[src/rtl/fifo_pkg.sv]
// Shared constants for the byte-wide FIFO: uio pin bit positions and output-enable mask.
package fifo_pkg;

  localparam int unsigned DATA_WIDTH = 8;

  localparam int unsigned PUSH_BIT   = 0;
  localparam int unsigned POP_BIT    = 1;

  localparam int unsigned FULL_BIT   = 7;
  localparam int unsigned EMPTY_BIT  = 6;
  localparam int unsigned AFULL_BIT  = 5;
  localparam int unsigned AEMPTY_BIT = 4;
  localparam int unsigned OVF_BIT    = 3;
  localparam int unsigned UNF_BIT    = 2;

  // uio[7:2] are status outputs, uio[1:0] are push/pop inputs.
  localparam logic [7:0] UIO_OE_MASK = 8'hFC;

endpackage

[src/rtl/fifo_mem.sv]
// Depth x DataWidth register file: one synchronous write port, one combinational read port.
module fifo_mem #(
  parameter int unsigned IndexWidth = 4,
  parameter int unsigned DataWidth  = 8,
  parameter int unsigned Depth      = 1 << IndexWidth
) (
  input  logic                  clk_i,
  input  logic                  we_i,
  input  logic [IndexWidth-1:0] waddr_i,
  input  logic [DataWidth-1:0]  wdata_i,
  input  logic [IndexWidth-1:0] raddr_i,
  output logic [DataWidth-1:0]  rdata_o
);

  // Contents are never reset; the top masks the read data while empty.
  logic [DataWidth-1:0] mem_q [Depth];

  always_ff @(posedge clk_i) begin
    if (we_i) begin
      mem_q[waddr_i] <= wdata_i;
    end
  end

  assign rdata_o = mem_q[raddr_i];

endmodule

[src/rtl/fifo_core.sv]
// Show-ahead byte FIFO on the TinyTapeout pin interface: pointers, status flags and pin mapping.
module fifo_core
  import fifo_pkg::*;
#(
  parameter int unsigned INDEX_WIDTH            = 4,
  parameter int unsigned ALMOST_FULL_THRESHOLD  = 2,
  parameter int unsigned ALMOST_EMPTY_THRESHOLD = 1
) (
  input  logic       clk,
  input  logic       rst,
  input  logic       ena,
  input  logic [7:0] ui_in,
  input  logic [7:0] uio_in,
  output logic [7:0] uo_out,
  output logic [7:0] uio_out,
  output logic [7:0] uio_oe
);

  localparam int unsigned DEPTH = 1 << INDEX_WIDTH;
  localparam int unsigned PtrW  = INDEX_WIDTH + 1;

  localparam logic [PtrW-1:0] FullLevel = PtrW'(DEPTH);
  localparam logic [PtrW-1:0] AfLevel   = PtrW'(DEPTH - ALMOST_FULL_THRESHOLD);
  localparam logic [PtrW-1:0] AeLevel   = PtrW'(ALMOST_EMPTY_THRESHOLD);

  logic [PtrW-1:0] wr_ptr_q, wr_ptr_d;
  logic [PtrW-1:0] rd_ptr_q, rd_ptr_d;
  logic            overflow_q, overflow_d;
  logic            underflow_q, underflow_d;

  logic [PtrW-1:0] count;
  logic            empty, full, almost_full, almost_empty;
  logic            push, pop, push_ok, pop_ok;
  logic [7:0]      rd_data;

  logic unused_uio;
  assign unused_uio = ^uio_in[7:2];

  assign push = uio_in[PUSH_BIT];
  assign pop  = uio_in[POP_BIT];

  // Pointer difference wraps modulo 2^PtrW, so the extra MSB separates full from empty.
  assign count        = wr_ptr_q - rd_ptr_q;
  assign empty        = (count == '0);
  assign full         = (count == FullLevel);
  assign almost_full  = (count >= AfLevel);
  assign almost_empty = (count <= AeLevel);

  // A pop while full frees a slot in the same cycle, letting the push through.
  assign pop_ok  = ena & pop & ~empty;
  assign push_ok = ena & push & (~full | pop_ok);

  always_comb begin
    wr_ptr_d    = wr_ptr_q;
    rd_ptr_d    = rd_ptr_q;
    overflow_d  = overflow_q;
    underflow_d = underflow_q;
    if (push_ok) begin
      wr_ptr_d = wr_ptr_q + PtrW'(1);
    end
    if (pop_ok) begin
      rd_ptr_d = rd_ptr_q + PtrW'(1);
    end
    if (ena & push & full & ~pop_ok) begin
      overflow_d = 1'b1;
    end
    // A pop paired with a push on an empty FIFO is simply dropped, not an underflow.
    if (ena & pop & empty & ~push) begin
      underflow_d = 1'b1;
    end
  end

  always_ff @(posedge clk or posedge rst) begin
    if (rst) begin
      wr_ptr_q    <= '0;
      rd_ptr_q    <= '0;
      overflow_q  <= 1'b0;
      underflow_q <= 1'b0;
    end else begin
      wr_ptr_q    <= wr_ptr_d;
      rd_ptr_q    <= rd_ptr_d;
      overflow_q  <= overflow_d;
      underflow_q <= underflow_d;
    end
  end

  fifo_mem #(
    .IndexWidth (INDEX_WIDTH),
    .DataWidth  (DATA_WIDTH),
    .Depth      (DEPTH)
  ) u_mem (
    .clk_i   (clk),
    .we_i    (push_ok),
    .waddr_i (wr_ptr_q[INDEX_WIDTH-1:0]),
    .wdata_i (ui_in),
    .raddr_i (rd_ptr_q[INDEX_WIDTH-1:0]),
    .rdata_o (rd_data)
  );

  assign uo_out = empty ? 8'h00 : rd_data;

  always_comb begin
    uio_out             = '0;
    uio_out[FULL_BIT]   = full;
    uio_out[EMPTY_BIT]  = empty;
    uio_out[AFULL_BIT]  = almost_full;
    uio_out[AEMPTY_BIT] = almost_empty;
    uio_out[OVF_BIT]    = overflow_q;
    uio_out[UNF_BIT]    = underflow_q;
  end

  assign uio_oe = UIO_OE_MASK;

endmodule

[config.mk]
export PLATFORM = sky130hd
export DESIGN_NAME = fifo_core
export DESIGN_NICKNAME = d
export VERILOG_FILES = /design/src/rtl/fifo_pkg.sv /design/src/rtl/fifo_mem.sv /design/src/rtl/fifo_core.sv
export SDC_FILE = /design/constraint.sdc
export NUM_CORES = 1
export LEC_CHECK = 0
export CAP_MARGIN = 10
export CORE_UTILIZATION = 30
export CTS_CLUSTER_DIAMETER = 200
export DETAILED_ROUTE_END_ITERATION = 10
export GPL_ROUTABILITY_DRIVEN = 0
export MAX_ROUTING_LAYER = met4
export PLACE_DENSITY = 0.52
export SLEW_MARGIN = 20
export SYNTH_ARGS = -nofsm -noshare
export SYNTH_HDL_FRONTEND = slang
export SYNTH_SLANG_ARGS = --single-unit
[constraint.sdc]
create_clock -name clk -period 3.65 [get_ports clk]
set_clock_uncertainty 0.15 [all_clocks]
set_input_delay 0.73 -clock clk [delete_from_list [all_inputs] [get_ports clk]]
set_output_delay 0.73 -clock clk [all_outputs]
set_load 0.05 [all_outputs]
# Word level (Yosys, flattened, before mapping)
# Memories as Yosys holds them, arrays and structs flattened.
# Index checks and enable logic that the tools add are counted.
# op_classes
eq_ne,1
magnitude_cmp,2
addsub,3
n_mux,3
bitwise,13
reduce_logical,1
# ops
operator,n
adder 5 x 1 -> 5 bit (second input constant),2
bitwise AND 1 bit,8
two-way mux 8 bit,1
== test 5 bit (second input constant),1
>= comparator 5 x 4 -> 1 bit (second input constant),1
less-or-equal comparator 5 x 1 -> 1 bit (second input constant),1
logical NOT 5 bit,1
subtractor 5 bit,1
NOT 1 bit,4
two-way mux 1 bit,2
OR 1 bit,1
# word_totals
mem_count,1
register_bits,12
elab_cells,28
input_bits,19
ram_bits,128
# mem_list
name,words,word_bits,read_ports,rd_ports_with_merged_regs,wr,line_no,source
u_mem.mem_q,16,8,1,0,1,fifo_mem.sv:16,logic [DataWidth-1:0] mem_q [Depth];

# Logic depth before layout (Yosys ltp)
# logic_depth
word_depth,8
depth_mapped,10
mapped_depth_nobuf,9

# Cells and area by module
# Synthesis repeated with hierarchy kept, for this count alone.
# unflattened
cells_unflattened,322
area_unflattened_um2,5963.2
# modules_own_cells
mod,n_inst,cells_each,area_per_inst_um2
fifo_mem,1,221,4987.3
fifo_core,1,101,975.9

# Worst setup path after synthesis
# Ideal clock, no wire load.
# synth_path
kind,register to output
startpoint,register rd_ptr_q[1]
endpoint,output port uo_out[0]
slack_ns,-0.528
arrival_ns,3.298
path_stages_with_launch,9
cell_sequence,dfrtp_1 buf_2 clkinv_1 fa_1 xor2_1 nand4b_1 o2bb2a_1 buf_2 a211oi_1
# synth_between
elab_chain_cells,3
elab_cells_between_ends,4
cone_classes,add/sub (1); mux (1); reduce/logical (1); memory (1)
# synth_lines
element,line_no,source
start: declaration,fifo_core.sv:27,"logic [PtrW-1:0] rd_ptr_q, rd_ptr_d;"
start signal: assignment,fifo_core.sv:81,rd_ptr_q <= rd_ptr_d;
subtractor 5 bit,fifo_core.sv:43,assign count = wr_ptr_q - rd_ptr_q;
logical NOT 5 bit,fifo_core.sv:44,assign empty = (count == '0);
via empty,fifo_core.sv:32,"logic empty, full, almost_full, almost_empty;"
two-way mux 8 bit,fifo_core.sv:100,assign uo_out = empty ? 8'h00 : rd_data;
end: declaration,fifo_core.sv:14,"output logic [7:0] uo_out,"
# The timed path passes the listed nets, and every way through them passes these cells.

# Final worst setup path
# layout_path
startpoint,register wr_ptr_q[0]
endpoint,output port uo_out[4]
# layout_between
elab_chain_cells,3
# layout_lines
element,line_no,source
start: declaration,fifo_core.sv:26,"logic [PtrW-1:0] wr_ptr_q, wr_ptr_d;"
start signal: assignment,fifo_core.sv:80,wr_ptr_q <= wr_ptr_d;
subtractor 5 bit,fifo_core.sv:43,
logical NOT 5 bit,fifo_core.sv:44,
two-way mux 8 bit,fifo_core.sv:100,
# Every way passes these cells.

==> run metrics <==
layout cells sized above 1 just over 30%; Vias/cell roughly 4.6; # rows slightly above 50; Netlist cell types 40; warnings from Yosys 0; Seq/Total Area, Yosys 69.9%; RSZ-0062 raised after global routing true; Via Count between 2k and 3k; first-pass GRT wire length between 15000 and 20000 um; ys async rst share 8.57%; cell area after synthesis 5930 sq um; worst hold slack between 300 and 400 ps; Cells after Synth roughly 330; ant diodes 0; Clock transition at path regs 60 ps; Nets between 400 and 500; wirelength, routed ~13000 um; core area between 15000 and 20000 sq um; Peak VDD IR between 500 and 600 uV; CTS sink count 140; CP startpoint wr_ptr_q[0]$_DFFE_PP0P_; drt initial violations 160; Tmin final ~3600 ps; fin crit share a little over nine tenths; status completed; Die Span X about 140 um; CP endpoint kind primary output; initial core utilization a little under a third; final setup fails 0; HP Class flip-flop to flip-flop; r2r startpoint wr_ptr_q[0]$_DFFE_PP0P_; Num CTS Buffers 17; FF-to-FF End u_mem.mem_q[14][2]$_DFFE_PP_; vias in the first global route ~3.2k; CTS tree done; Max-Cap Viols 0; initial antenna violation count 0; flops & latches, synth 140; Synth Flop Type edfxtp_1; worst r2r path cells 11; setup slack, reg-to-reg approximately 270 ps; DP Wirelength between 7000 and 8000 um; Crit Path Max Fanout 5; GRT Overall Usage 13.7%; most frequent cells in the layout edfxtp_1 (128), mux4_2 (32), and3_1 (21), buf_4 (21), nand2_1 (19); critical path class flip-flop to primary output; Req. time, crit path roughly 2800 ps; worst-skew pair later-pin latency between 400 and 500 ps; Avg Cell Area, Syn ~18 sq um; Cell Area, Placed 6590 sq um; DIE AREA ~20000 sq um; Least-Margin Pin Slew ~750 ps; Slew HR between 50% and 60%; # DRC 0; PwrDens 929 nW/um^2; max-slew violations 0; WL/cell about 19 um; pin count of the biggest net entering global routing 36; clock tree buffer depth 2; Critical Path End uo_out[4]; most common cell after layout, fill and taps aside edfxtp_1; Area growth syn-to-layout 23.7%; crit path DAT around 2700 ps; port buffer count 26; Critical Path Source Type flip-flop; Hold Fails Final Rpt 0; TritonRoute pass-1 iters 4; EDFF count, synth around 130; die height 143 um; Antenna Nets Post-Route 0; f_max roughly 280 MHz; Leak approximately 2.6 nW; H-tree Lvls 4; Remaining Overflow, GRT 0; CTS root buf clkbuf_16; IO Count 43; post-route design area about 7300 sq um
[cell usage after synthesis, drive strengths merged (2+ instances only)]
master  instances  area share, %
mux2i           8            1.4
nand2          19            1.2
clkinv          2           0.13
ha              9            1.9
inv             5           0.32
mux2            2           0.44
xnor2           3           0.44
a21oi           6           0.57
a211oi         10            1.5
dfrtp          12            5.1
xor2            8            1.2
nor3b           2           0.25
buf            26            3.0
mux4           32             12
nand3           5           0.42
nor3            2           0.17
and2            4           0.42
edfxtp        128             65
nor2b           2           0.21
nand3b          2           0.25
nor2            4           0.25
and3           21            2.2
conb            2           0.13
clkbuf          2           0.13
[layer usage]
layer  vias up  GRT usage (%)  wire (um)
met3        13           3.70        488
met4         0           4.07        117
met1      1554           17.1       5630
met5         -              -          0
met2        61           21.9       6320
li1       1354              -          -
[per-stage QoR]
step	setup TNS (ps)	util [%]	setup slack [ps]	power [mW]	instances
floorplan	0	-	9.76	4.15	333
global placement	0	33.9	236	4.86	609
detailed placement	0	34.0	140	4.89	609
CTS	0	37.4	20.3	6.75	648
global route	-87.8	37.8	-42.3	7.12	651
finish	0	37.8	37.2	6.81	651
[where the power goes]
group          switching, mW  internal [mW]  leakage (nW)  total (mW)
clock                  0.642           1.06         0.280        1.70
sequential            0.0855           1.90          1.30        1.98
combinational           1.79           1.33         0.975        3.13
[critical path, stage by stage, from the launching register on]
cell and delay, ps:
dfrtp_1 400, inv_2 100, ha_4 140, inv_2 30
fa_2 560, nand3b_1 120, a211o_1 140, o2bb2a_4 200
buf_12 160, a211oi_4 260, buf_6 200
[final cells by class]
cell class / instances / area (sq um)
fillers: 1836 / 12100
multi-input cells: 158 / 1740
inverters: 7 / 26.3
well taps: 265 / 332
clock buffers: 18 / 429
repair buffers: 49 / 504
clock inverters: 14 / 153
flip-flops and latches: 140 / 4150
[flip-flops by register name, indices dropped and copies added (netlist names)]
| name | flops |
|---|---|
| underflow_q | 1 |
| rd_ptr_q | 5 |
| u_mem.mem_q | 128 |
| wr_ptr_q | 5 |
| overflow_q | 1 |
[worst min path at each step]
stage / from / endpoint / depth (start not counted)
5_1_grt: underflow_q$_DFFE_PP0P_ / underflow_q$_DFFE_PP0P_ / 1
6_report: underflow_q$_DFFE_PP0P_ / underflow_q$_DFFE_PP0P_ / 1
3_3_place_gp: underflow_q$_DFFE_PP0P_ / underflow_q$_DFFE_PP0P_ / 1
3_5_place_dp: underflow_q$_DFFE_PP0P_ / underflow_q$_DFFE_PP0P_ / 1
2_1_floorplan: underflow_q$_DFFE_PP0P_ / underflow_q$_DFFE_PP0P_ / 1
4_1_cts: underflow_q$_DFFE_PP0P_ / underflow_q$_DFFE_PP0P_ / 1
[cells by family (layout without fill, tap and decap cells)]
family / count (synthesis) / in the layout / share of synthesized area (%)
fa+ha+maj: 10 / 10 / 2.24
xor+xnor: 11 / 11 / 1.62
other cells: 2 / 10 / 0.127
compound gates: 21 / 21 / 2.81
mux: 42 / 42 / 13.9
buf+inv: 35 / 88 / 3.61
simple gates: 64 / 64 / 5.76
flops: 140 / 140 / 69.9
[timing repair]
item,4_1_cts,5_1_grt
gates resized for setup,9,9
gates cloned,0,1
pin swaps,4,8
setup endpoints to repair,10,9
hold buffers,0,0
setup buffers,7,2
No activity file was read; power rests on OpenSTA's default activity.
